<file path="config.mk">
export PLATFORM = sky130hd
export DESIGN_NAME = functional_unit_cluster
export DESIGN_NICKNAME = d
export VERILOG_FILES = /design/src/rtl/fu_pkg.sv /design/src/rtl/result_fifo.sv /design/src/rtl/functional_unit_cluster.sv
export SDC_FILE = /design/constraint.sdc
export NUM_CORES = 1
export LEC_CHECK = 0
export ABC_AREA = 1
export CAP_MARGIN = 0
export CELL_PAD_IN_SITES_DETAIL_PLACEMENT = 1
export CELL_PAD_IN_SITES_GLOBAL_PLACEMENT = 1
export CORE_ASPECT_RATIO = 0.8
export CORE_UTILIZATION = 36
export CTS_CLUSTER_DIAMETER = 80
export DETAILED_ROUTE_END_ITERATION = 10
export GPL_TIMING_DRIVEN = 0
export PLACE_DENSITY = 0.88
export SETUP_SLACK_MARGIN = 0.05
export SLEW_MARGIN = 10
export SYNTH_ARGS = -nofsm -noshare
export SYNTH_HDL_FRONTEND = slang
export SYNTH_SLANG_ARGS = --single-unit
</file>
<file path="constraint.sdc">
create_clock -name clk -period 4 [get_ports clk]
set_clock_uncertainty 0.15 [all_clocks]
set_input_delay 0.6 -clock clk [delete_from_list [all_inputs] [get_ports clk]]
set_output_delay 0.6 -clock clk [all_outputs]
set_load 0.1 [all_outputs]
</file>
<file path="src/rtl/fu_pkg.sv">
// Shared types for the functional unit cluster: opcodes, CDB control layout and
// branch-predictor counter limits.
package fu_pkg;

  typedef enum logic [3:0] {
    AluAdd  = 4'd0,
    AluSub  = 4'd1,
    AluAnd  = 4'd2,
    AluOr   = 4'd3,
    AluXor  = 4'd4,
    AluSll  = 4'd5,
    AluSrl  = 4'd6,
    AluSra  = 4'd7,
    AluSlt  = 4'd8,
    AluSltu = 4'd9
  } alu_op_e;

  typedef enum logic [2:0] {
    BrBeq  = 3'd0,
    BrBne  = 3'd1,
    BrBlt  = 3'd2,
    BrBge  = 3'd3,
    BrBltu = 3'd4,
    BrBgeu = 3'd5,
    BrJal  = 3'd6,
    BrJalr = 3'd7
  } br_op_e;

  typedef struct packed {
    logic       mispredict;
    logic       misdirect;
    logic [1:0] next_state;
    logic       write_btb;
    logic       taken;
    logic       is_branch;
  } cdb_ctrl_t;

  localparam int unsigned CdbCtrlW = $bits(cdb_ctrl_t);
  localparam logic [1:0]  CntMax   = 2'd3;
  localparam logic [1:0]  CntMin   = 2'd0;

  // Saturating 2-bit predictor update.
  function automatic logic [1:0] next_counter(input logic [1:0] cur, input logic taken);
    if (taken) begin
      next_counter = (cur == CntMax) ? CntMax : cur + 2'd1;
    end else begin
      next_counter = (cur == CntMin) ? CntMin : cur - 2'd1;
    end
  endfunction

endpackage

</file>
<file path="src/rtl/result_fifo.sv">
// Small synchronous FIFO holding results until the CDB arbiter grants them.
// Pushes while full and pops while empty are ignored.
module result_fifo #(
  parameter int unsigned WIDTH = 35,
  parameter int unsigned DEPTH = 2
) (
  input  logic             clk,
  input  logic             reset,
  input  logic             push,
  input  logic             pop,
  input  logic [WIDTH-1:0] wdata,
  output logic [WIDTH-1:0] rdata,
  output logic             full,
  output logic             empty
);

  localparam int unsigned    PtrW    = (DEPTH > 1) ? $clog2(DEPTH) : 1;
  localparam int unsigned    CntW    = $clog2(DEPTH + 1);
  localparam logic [PtrW-1:0] LastPtr = PtrW'(DEPTH - 1);

  logic [WIDTH-1:0] mem_q [DEPTH];
  logic [PtrW-1:0]  wr_ptr_q, rd_ptr_q;
  logic [CntW-1:0]  count_q;
  logic             do_push, do_pop;

  assign full    = (count_q == CntW'(DEPTH));
  assign empty   = (count_q == '0);
  assign do_push = push & ~full;
  assign do_pop  = pop & ~empty;
  assign rdata   = mem_q[rd_ptr_q];

  always_ff @(posedge clk) begin
    if (do_push) begin
      mem_q[wr_ptr_q] <= wdata;
    end
  end

  always_ff @(posedge clk) begin
    if (reset) begin
      wr_ptr_q <= '0;
      rd_ptr_q <= '0;
      count_q  <= '0;
    end else begin
      if (do_push) begin
        wr_ptr_q <= (wr_ptr_q == LastPtr) ? '0 : wr_ptr_q + PtrW'(1);
      end
      if (do_pop) begin
        rd_ptr_q <= (rd_ptr_q == LastPtr) ? '0 : rd_ptr_q + PtrW'(1);
      end
      case ({do_push, do_pop})
        2'b10:   count_q <= count_q + CntW'(1);
        2'b01:   count_q <= count_q - CntW'(1);
        default: count_q <= count_q;
      endcase
    end
  end

endmodule

</file>
<file path="src/rtl/functional_unit_cluster.sv">
// NUM_ALU ALU channels plus one branch channel feeding a registered CDB arbiter.
// Optional stall counter enabled by defining FU_PERF_CNT_EN.
module functional_unit_cluster
  import fu_pkg::*;
#(
  parameter int unsigned WIDTH     = 32,
  parameter int unsigned ROB       = 3,
  parameter int unsigned NUM_ALU   = 2,
  parameter int unsigned BUF_DEPTH = 2,
  parameter int unsigned CONTROL   = 7
) (
  input  logic                   clk,
  input  logic                   globalReset,
`ifdef FU_PERF_CNT_EN
  input  logic                   perfClear,
  output logic [31:0]            stallCycles,
`endif
  input  logic [NUM_ALU-1:0]     aluValid,
  input  logic [NUM_ALU*WIDTH-1:0] aluSrc1,
  input  logic [NUM_ALU*WIDTH-1:0] aluSrc2,
  input  logic [NUM_ALU*4-1:0]   aluControl,
  input  logic [NUM_ALU*ROB-1:0] aluRob,
  output logic [NUM_ALU-1:0]     aluAvailable,
  input  logic                   brValid,
  input  logic [WIDTH-1:0]       bSrc1,
  input  logic [WIDTH-1:0]       bSrc2,
  input  logic [WIDTH-1:0]       targetAddress,
  input  logic [WIDTH-1:0]       predictedPC,
  input  logic [WIDTH-1:0]       pcPlus4,
  input  logic [WIDTH-1:0]       linkValue,
  input  logic [2:0]             branchControl,
  input  logic                   predictedTaken,
  input  logic [1:0]             counterState,
  input  logic [ROB-1:0]         branchRob,
  output logic                   branchAvailable,
  output logic                   cdbValid,
  output logic [ROB-1:0]         cdbRob,
  output logic [WIDTH-1:0]       cdbResult,
  output logic [WIDTH-1:0]       cdbAddress,
  output logic [CONTROL-1:0]     cdbControl
);

  localparam int unsigned    AluPayW = ROB + WIDTH;
  localparam int unsigned    BrPayW  = ROB + 2 * WIDTH + CdbCtrlW;
  localparam int unsigned    RrW     = (NUM_ALU > 1) ? $clog2(NUM_ALU) : 1;
  localparam logic [RrW-1:0] LastAlu = RrW'(NUM_ALU - 1);

  function automatic logic [WIDTH-1:0] alu_compute(input logic [WIDTH-1:0] a,
                                                   input logic [WIDTH-1:0] b,
                                                   input logic [3:0] op);
    logic [4:0] sh;
    sh = b[4:0];
    case (alu_op_e'(op))
      AluAdd:  alu_compute = a + b;
      AluSub:  alu_compute = a - b;
      AluAnd:  alu_compute = a & b;
      AluOr:   alu_compute = a | b;
      AluXor:  alu_compute = a ^ b;
      AluSll:  alu_compute = a << sh;
      AluSrl:  alu_compute = a >> sh;
      AluSra:  alu_compute = $signed(a) >>> sh;
      AluSlt:  alu_compute = WIDTH'($signed(a) < $signed(b));
      AluSltu: alu_compute = WIDTH'(a < b);
      default: alu_compute = '0;
    endcase
  endfunction

  // ALU channels
  logic [WIDTH-1:0]   alu_res   [NUM_ALU];
  logic [AluPayW-1:0] alu_rdata [NUM_ALU];
  logic [NUM_ALU-1:0] alu_full, alu_empty, alu_pop;

  always_comb begin
    for (int i = 0; i < NUM_ALU; i++) begin
      alu_res[i] = alu_compute(aluSrc1[i*WIDTH +: WIDTH], aluSrc2[i*WIDTH +: WIDTH],
                               aluControl[i*4 +: 4]);
    end
  end

  for (genvar g = 0; g < NUM_ALU; g++) begin : g_alu
    result_fifo #(
      .WIDTH (AluPayW),
      .DEPTH (BUF_DEPTH)
    ) u_fifo (
      .clk   (clk),
      .reset (globalReset),
      .push  (aluValid[g]),
      .pop   (alu_pop[g]),
      .wdata ({aluRob[g*ROB +: ROB], alu_res[g]}),
      .rdata (alu_rdata[g]),
      .full  (alu_full[g]),
      .empty (alu_empty[g])
    );
  end

  assign aluAvailable = ~alu_full;

  // Branch channel: resolved at issue, buffered one deep
  logic             br_taken;
  cdb_ctrl_t        br_ctrl, br_ctrl_out;
  logic [WIDTH-1:0] br_addr, br_addr_out, br_link_out;
  logic [ROB-1:0]   br_rob_out;
  logic [BrPayW-1:0] br_rdata;
  logic             br_full, br_empty;

  always_comb begin
    case (br_op_e'(branchControl))
      BrBeq:  br_taken = (bSrc1 == bSrc2);
      BrBne:  br_taken = (bSrc1 != bSrc2);
      BrBlt:  br_taken = ($signed(bSrc1) < $signed(bSrc2));
      BrBge:  br_taken = ($signed(bSrc1) >= $signed(bSrc2));
      BrBltu: br_taken = (bSrc1 < bSrc2);
      BrBgeu: br_taken = (bSrc1 >= bSrc2);
      default: br_taken = 1'b1;
    endcase
    br_ctrl.mispredict = br_taken ^ predictedTaken;
    br_ctrl.misdirect  = br_taken & (targetAddress != predictedPC);
    br_ctrl.next_state = next_counter(counterState, br_taken);
    br_ctrl.write_btb  = br_taken;
    br_ctrl.taken      = br_taken;
    br_ctrl.is_branch  = 1'b1;
    br_addr            = br_taken ? targetAddress : pcPlus4;
  end

  result_fifo #(
    .WIDTH (BrPayW),
    .DEPTH (1)
  ) u_br_fifo (
    .clk   (clk),
    .reset (globalReset),
    .push  (brValid),
    .pop   (~br_empty),
    .wdata ({branchRob, linkValue, br_addr, br_ctrl}),
    .rdata (br_rdata),
    .full  (br_full),
    .empty (br_empty)
  );

  assign {br_rob_out, br_link_out, br_addr_out, br_ctrl_out} = br_rdata;
  assign branchAvailable = ~br_full;

  // Arbitration: branch first, then round-robin over ALU FIFOs from rr_q
  logic [RrW-1:0] rr_q, rr_d, alu_win, scan_idx;
  logic [RrW:0]   scan_sum;
  logic           alu_found;

  always_comb begin
    alu_found = 1'b0;
    alu_win   = '0;
    scan_sum  = '0;
    scan_idx  = '0;
    for (int k = 0; k < NUM_ALU; k++) begin
      scan_sum = {1'b0, rr_q} + (RrW + 1)'(k);
      if (scan_sum >= (RrW + 1)'(NUM_ALU)) begin
        scan_sum = scan_sum - (RrW + 1)'(NUM_ALU);
      end
      scan_idx = scan_sum[RrW-1:0];
      if (!alu_found && !alu_empty[scan_idx]) begin
        alu_found = 1'b1;
        alu_win   = scan_idx;
      end
    end
  end

  for (genvar g = 0; g < NUM_ALU; g++) begin : g_pop
    assign alu_pop[g] = br_empty & alu_found & (alu_win == RrW'(g));
  end

  logic               cdb_valid_d;
  logic [ROB-1:0]     cdb_rob_d;
  logic [WIDTH-1:0]   cdb_result_d, cdb_address_d;
  logic [CONTROL-1:0] cdb_control_d;

  always_comb begin
    cdb_valid_d   = 1'b0;
    cdb_rob_d     = '0;
    cdb_result_d  = '0;
    cdb_address_d = '0;
    cdb_control_d = '0;
    rr_d          = rr_q;
    if (!br_empty) begin
      cdb_valid_d   = 1'b1;
      cdb_rob_d     = br_rob_out;
      cdb_result_d  = br_link_out;
      cdb_address_d = br_addr_out;
      cdb_control_d = CONTROL'(br_ctrl_out);
    end else if (alu_found) begin
      cdb_valid_d                = 1'b1;
      {cdb_rob_d, cdb_result_d} = alu_rdata[alu_win];
      rr_d = (alu_win == LastAlu) ? '0 : alu_win + RrW'(1);
    end
  end

  always_ff @(posedge clk) begin
    if (globalReset) begin
      rr_q       <= '0;
      cdbValid   <= 1'b0;
      cdbRob     <= '0;
      cdbResult  <= '0;
      cdbAddress <= '0;
      cdbControl <= '0;
    end else begin
      rr_q       <= rr_d;
      cdbValid   <= cdb_valid_d;
      cdbRob     <= cdb_rob_d;
      cdbResult  <= cdb_result_d;
      cdbAddress <= cdb_address_d;
      cdbControl <= cdb_control_d;
    end
  end

`ifdef FU_PERF_CNT_EN
  logic [31:0] stall_q;
  logic        any_unavail;

  assign any_unavail = ~(&aluAvailable) | ~branchAvailable;

  always_ff @(posedge clk) begin
    if (globalReset || perfClear) begin
      stall_q <= '0;
    end else if (any_unavail && (stall_q != '1)) begin
      stall_q <= stall_q + 32'd1;
    end
  end

  assign stallCycles = stall_q;
`endif

endmodule

</file>
# Word-level counts from Yosys, hierarchy flattened
# Memories as Yosys holds them, arrays and structs flattened. A register that Yosys moved wholly into a read port is not among the register bits.
# Index checks and enable logic that the tools add are counted.
# word_totals
register_bits,85
mem_bits_rw,213
output_inout_bits,78
word_cells,171
mem_count,3
# mem_list
memory,words,word_bits,rd,rd_ports_with_merged_regs,wr,line,text
u_br_fifo.mem_q,1,73,1,0,1,result_fifo.sv:21,logic [WIDTH-1:0] mem_q [DEPTH];
g_alu[0].u_fifo.mem_q,2,35,1,1,1,result_fifo.sv:21,
g_alu[1].u_fifo.mem_q,2,35,1,1,1,result_fifo.sv:21,
# classes
add_sub_neg,20
n_lt_le_gt_ge,13
n_eq_ne,35
n_shift,6
n_mux,44
n_bitwise,24
n_reduce_logical,13
# op_table
cell,n
$pmux 32 s10,2
$lt 32x32->1,6
$mux 35,3
$mux 32,3
$add 32x32->32,2
$and 32x32->32,2
$ge 32x32->1,2
$ne 32x32->1,2
$or 32x32->32,2
$shl 32x5->32,2
$shr 32x5->32,2
$sshr 32x5->32,2
$sub 32x32->32,2
$xor 32x32->32,2
$eq 32x32->1,1
$eq 4x3->1 const B,8
$mux 1,27
$eq 4x2->1 const B,4
$eq 4x4->1 const B,4
$eq 2x2->1 const B,6
$and 1x1->1,9
$eq 4x1->1 const B,2
$logic_not 4->1,2
$pmux 2 s2,2
27 further kinds,56

# Logic depth before layout (Yosys ltp)
# logic_depth
depth_word,14
depth_mapped,20

# Modules after synthesis
# A second synthesis with hierarchy kept.
# hier_totals
cells_unflattened,4624
hier_area_um2,30608.1
# by_module_without_submodules
mod,instances,cells_each,area_each_um2,seq_area_each_um2
functional_unit_cluster,1,4245,22485.3,1521.5
result_fifo at g_alu[0].u_fifo ...,2,149,2925.3,2202.1
result_fifo at u_br_fifo,1,81,2272.2,2242.2

# Worst setup path before layout
# Ideal clock, no wire load.
# synth_path
path_type,input to register
start,input brValid
end,"memory u_br_fifo.mem_q[0][10] in the netlist's numbering, enable pin"
setup_time_ns,0.505
t_arrival_ns,3.678
slack_ns,-0.333
cell_stages,2
n_path_buf,0
path_cell_list,inv_1 -> nor2_1
# synth_between
elab_chain_len,3
# synth_lines
item,line,text
start: declaration,functional_unit_cluster.sv:24,"input logic brValid,"
$and 1x1->1,result_fifo.sv:28,assign do_push = push & ~full;
named net u_br_fifo.do_push,result_fifo.sv:24,"logic do_push, do_pop;"
$mux 1,result_fifo.sv:33,if (do_push) begin
$mux 1 (implied by the code),result_fifo.sv:34,mem_q[wr_ptr_q] <= wdata;
end: declaration,result_fifo.sv:21,
# The timed path passes the listed nets, and every way through them passes these cells.

==> results.cfg <==
[global_route]
grt_max_degree = 29
antenna_found_initial = 13
grt_first_pass_wirelength_um = 255000
first_global_vias = 35700
track_usage = 0.421
grt_overflow = 0

[route]
wire_per_inst_um = 30.1
antenna_left = 0
detail_route.wirelength_um = 184000
drtIter0Drc = 4993
via_count = 37100
vias_per_cell = 6.07
firstDrtPassIters = 6
post-route-drc-count = 0

[floorplan]
core_um2 = 82100
pin_count = 426
start_util = 0.363
dieArea_um2 = 84000
fp-row-count = 94
die_h_um = 259
die_x_um = 324

[synthesis]
synthArstFlopShare = 0
yosys.area_share.xor_xnor = 0.00969
synthFlopType = edfxtp_1
synthCells = 4516
synthesis.area_um2 = 29800
muxShareOfSynthArea = 0.0305
ys_ff_latch = 298
synth_edf_count = 212
avgSynthCellArea_um2 = 6.60
synth_top_family_by_area = simple AND/OR/NAND/NOR gates
synth-simple-area-share = 0.294
synth_compound_area_frac = 0.198
synth_fp_nets = 5096
synth_cell_types = 63
synth_fa_ha_area_frac = 0.0983
seq_area_frac_synth = 0.271
yosys_warnings = 0
ys_top_cells_by_area = edfxtp_1 21%, nand2_1 15%, ha_1 9.6%, o21ai_0 7.1%, inv_1 6.5%
synth_largest_area_cell = edfxtp_1
yosysTopAreaCellShare = 0.213

[critical_path]
rrSetupSlack_ps = 1280
cp_slowest_stage_delay_ps = 580
cp_slowest_cell = clkdlybuf4s50_1
critPathKind = primary input to flip-flop
startpoint_type = primary input
end_kind = flip-flop
r2r-end = g_alu[0].u_fifo.count_q[1]
rr_startpoint = g_alu[0].u_fifo.count_q[1]
arrival_ps = 4180
crit_chain = clkdlybuf4s50_1, buf_4, inv_1, clkbuf_4, buf_4, ha_4, inv_1, a21oi_2, o21ai_1, nor2_2, o21ai_2, or2_1, nand3_1, nand2_1, nor2_4, nand2_1
crit_fanout = 11
reg2reg_depth = 8
required_ps = 4170

[timing]
relSlewSlack = 0.270
rsz0062_at_grt = yes
setup_viol = 2
slew_violations = 0
hold_viol = 0
finalCritPeriodShare = 1.00
setup_slack_ps = -10.8
min_period_ps = 4010
fmax_mhz = 249
worst_pin_slew_ps = 1090

[status]
violations = negative setup slack
status = finished, violations left

[finish]
instances_no_fill = 6113
nets = 5557
post-route-util = 0.451
fillerInstances = 10700
area_delta_synth_final_pct = 24.0
final_layout_size_suffix_gt1_frac = 0.0516

[placed_design]
dp_hpwl_um = 155000
routabilityCongestion = 1.07
port_buffers = 425
dp.cells = 6052

[power]
powerDensity_nw_per_um2 = 386
ir_worst_vdd_mv = 0.416
power_leakage_nw = 16.4

[worst_hold_path]
hold_class = flip-flop to flip-flop
whs_path_depth = 1
hold_path_end = cdbResult[30]
min_from = u_br_fifo.mem_q[0][68]

[clock_tree]
clkTransAtPathRegs_ps = 70
max-clock-path-buffers = 3
cts-root-buf = clkbuf_16
cts_tree = done
numCtsBuffers = 30
cts_sinks = 298
worstSkewPairLatency_ps = 600
htreeDepth = 1

[flow_run]
max_cap_violations = 0
worst max-delay path: cells and delay by family:
| family | cells | cell delay (ps) |
|---|---|---|
| AOI/OAI and AO/OA | 3 | 620 |
| adders and majority gates | 1 | 340 |
| buffers and inverters | 6 | 1470 |
| and+or+nand+nor | 6 | 1130 |
cell usage after synthesis, drive strengths merged, types with 52 or more instances:
cell type  instances
inv              529
nor2             394
mux2i             91
buf               95
clkbuf           113
o21ai            454
nand3            351
dfxtp             86
nand2           1183
o211ai            52
a21oi            310
edfxtp           212
ha               228
flip-flops by register name, indices dropped and copies added, names as in the netlist, 2 cells and up, named ones only:
signal / count
u_br_fifo.mem_q: 72
g_alu.u_fifo.mem_q: 140
g_alu.u_fifo.count_q: 4
g_alu.u_fifo.wr_ptr_q: 2
cdbResult: 32
cdbRob: 3
g_alu.u_fifo.rd_ptr_q: 2
cdbControl: 6
cdbAddress: 32
how the worst max path moves through the flow:
stage | from | cells past startpoint | to
2_1_floorplan | g_alu[0].u_fifo.count_q[0] | 4 | g_alu[0].u_fifo.mem_q[1][0]
3_3_place_gp | aluSrc2[34] | 16 | g_alu[1].u_fifo.mem_q[0][7]
3_5_place_dp | aluSrc2[34] | 16 | g_alu[1].u_fifo.mem_q[1][7]
4_1_cts | aluSrc2[3] | 15 | g_alu[0].u_fifo.mem_q[0][28]
5_1_grt | aluSrc2[36] | 17 | g_alu[1].u_fifo.mem_q[1][0]
6_report | aluSrc2[36] | 16 | g_alu[1].u_fifo.mem_q[0][9]
timing repair:
action | 4_1_cts | 5_1_grt
setup buffers | 1 | 4
setup endpoints to repair | 122 | 89
hold buffers | 0 | 0
gates resized for setup | 42 | 51
pin swaps | 3 | 3
report_power, final:
group	internal, mW	leakage (nW)	switching, mW	total (mW)
registers	3.87	2.74	0.218	4.09
logic	1.88	13.2	5.25	7.13
clock network	1.72	0.513	1.32	3.04
layer usage:
| layer | GRT usage | up-vias | part of all wire |
|---|---|---|---|
| li1 | - | 16100 | - |
| met1 | 0.611 | 18300 | 0.43 |
| met2 | 0.584 | 2407 | 0.39 |
| met3 | 0.147 | 263 | 0.15 |
| met4 | 0.108 | 10 | 0.028 |
| met5 | 0.00684 | - | 0.00072 |
per-stage QoR:
| stage | area, um2 | TNS [ps] | hold slack [ps] | setup WS, ps | power [mW] |
|---|---|---|---|---|---|
| finish | 37000 | -21.5 | 308 | -10.8 | 14.3 |
| CTS | 36800 | 0 | 298 | 56.5 | 14.0 |
| global route | 37000 | 0 | 318 | 16.7 | 14.6 |
| global placement | 35500 | -224010 | 289 | -1700 | 10.7 |
| floorplan | 29800 | 0 | 282 | 570 | 8.09 |
| detailed placement | 35700 | -142790 | 292 | -1680 | 10.9 |
layout by cell type, fill, tap and decap left out, drive strengths merged, types with 38 or more instances in the layout:
cell type,n
nand2,1183
inv,531
o21ai,454
clkdlybuf4s50,416
nor2,394
nand3,351
a21oi,310
ha,228
edfxtp,212
clkbuf,144
buf,106
mux2i,91
dfxtp,86
o211ai,52
nand4,51
nor3,41
o22ai,38
final cells by class:
type                    count  area [um2]  share of cell area
diodes                      8        20.0            0.000541
plain buffers             200         931              0.0252
inverters                 536        2030              0.0549
multi-input cells        3474       19000               0.514
flip-flops and latches    298        8090               0.219
well taps                1104        1380              0.0373
clock inverters            18         246             0.00666
repair buffers            437        4460               0.121
clock buffers              38         811              0.0219
cells by family (layout without fill, tap and decap cells):
logic type / Yosys count / in the layout
adder cells (fa/ha/maj): 232 / 232
XOR/XNOR: 33 / 33
buffers and inverters: 744 / 1229
AO/OA/AOI/OAI: 1030 / 1030
flip-flops: 298 / 298
other: 0 / 8
multiplexers: 91 / 91
AND/OR/NAND/NOR: 2088 / 2088
Note: power is estimated with default switching activity, not from simulation.
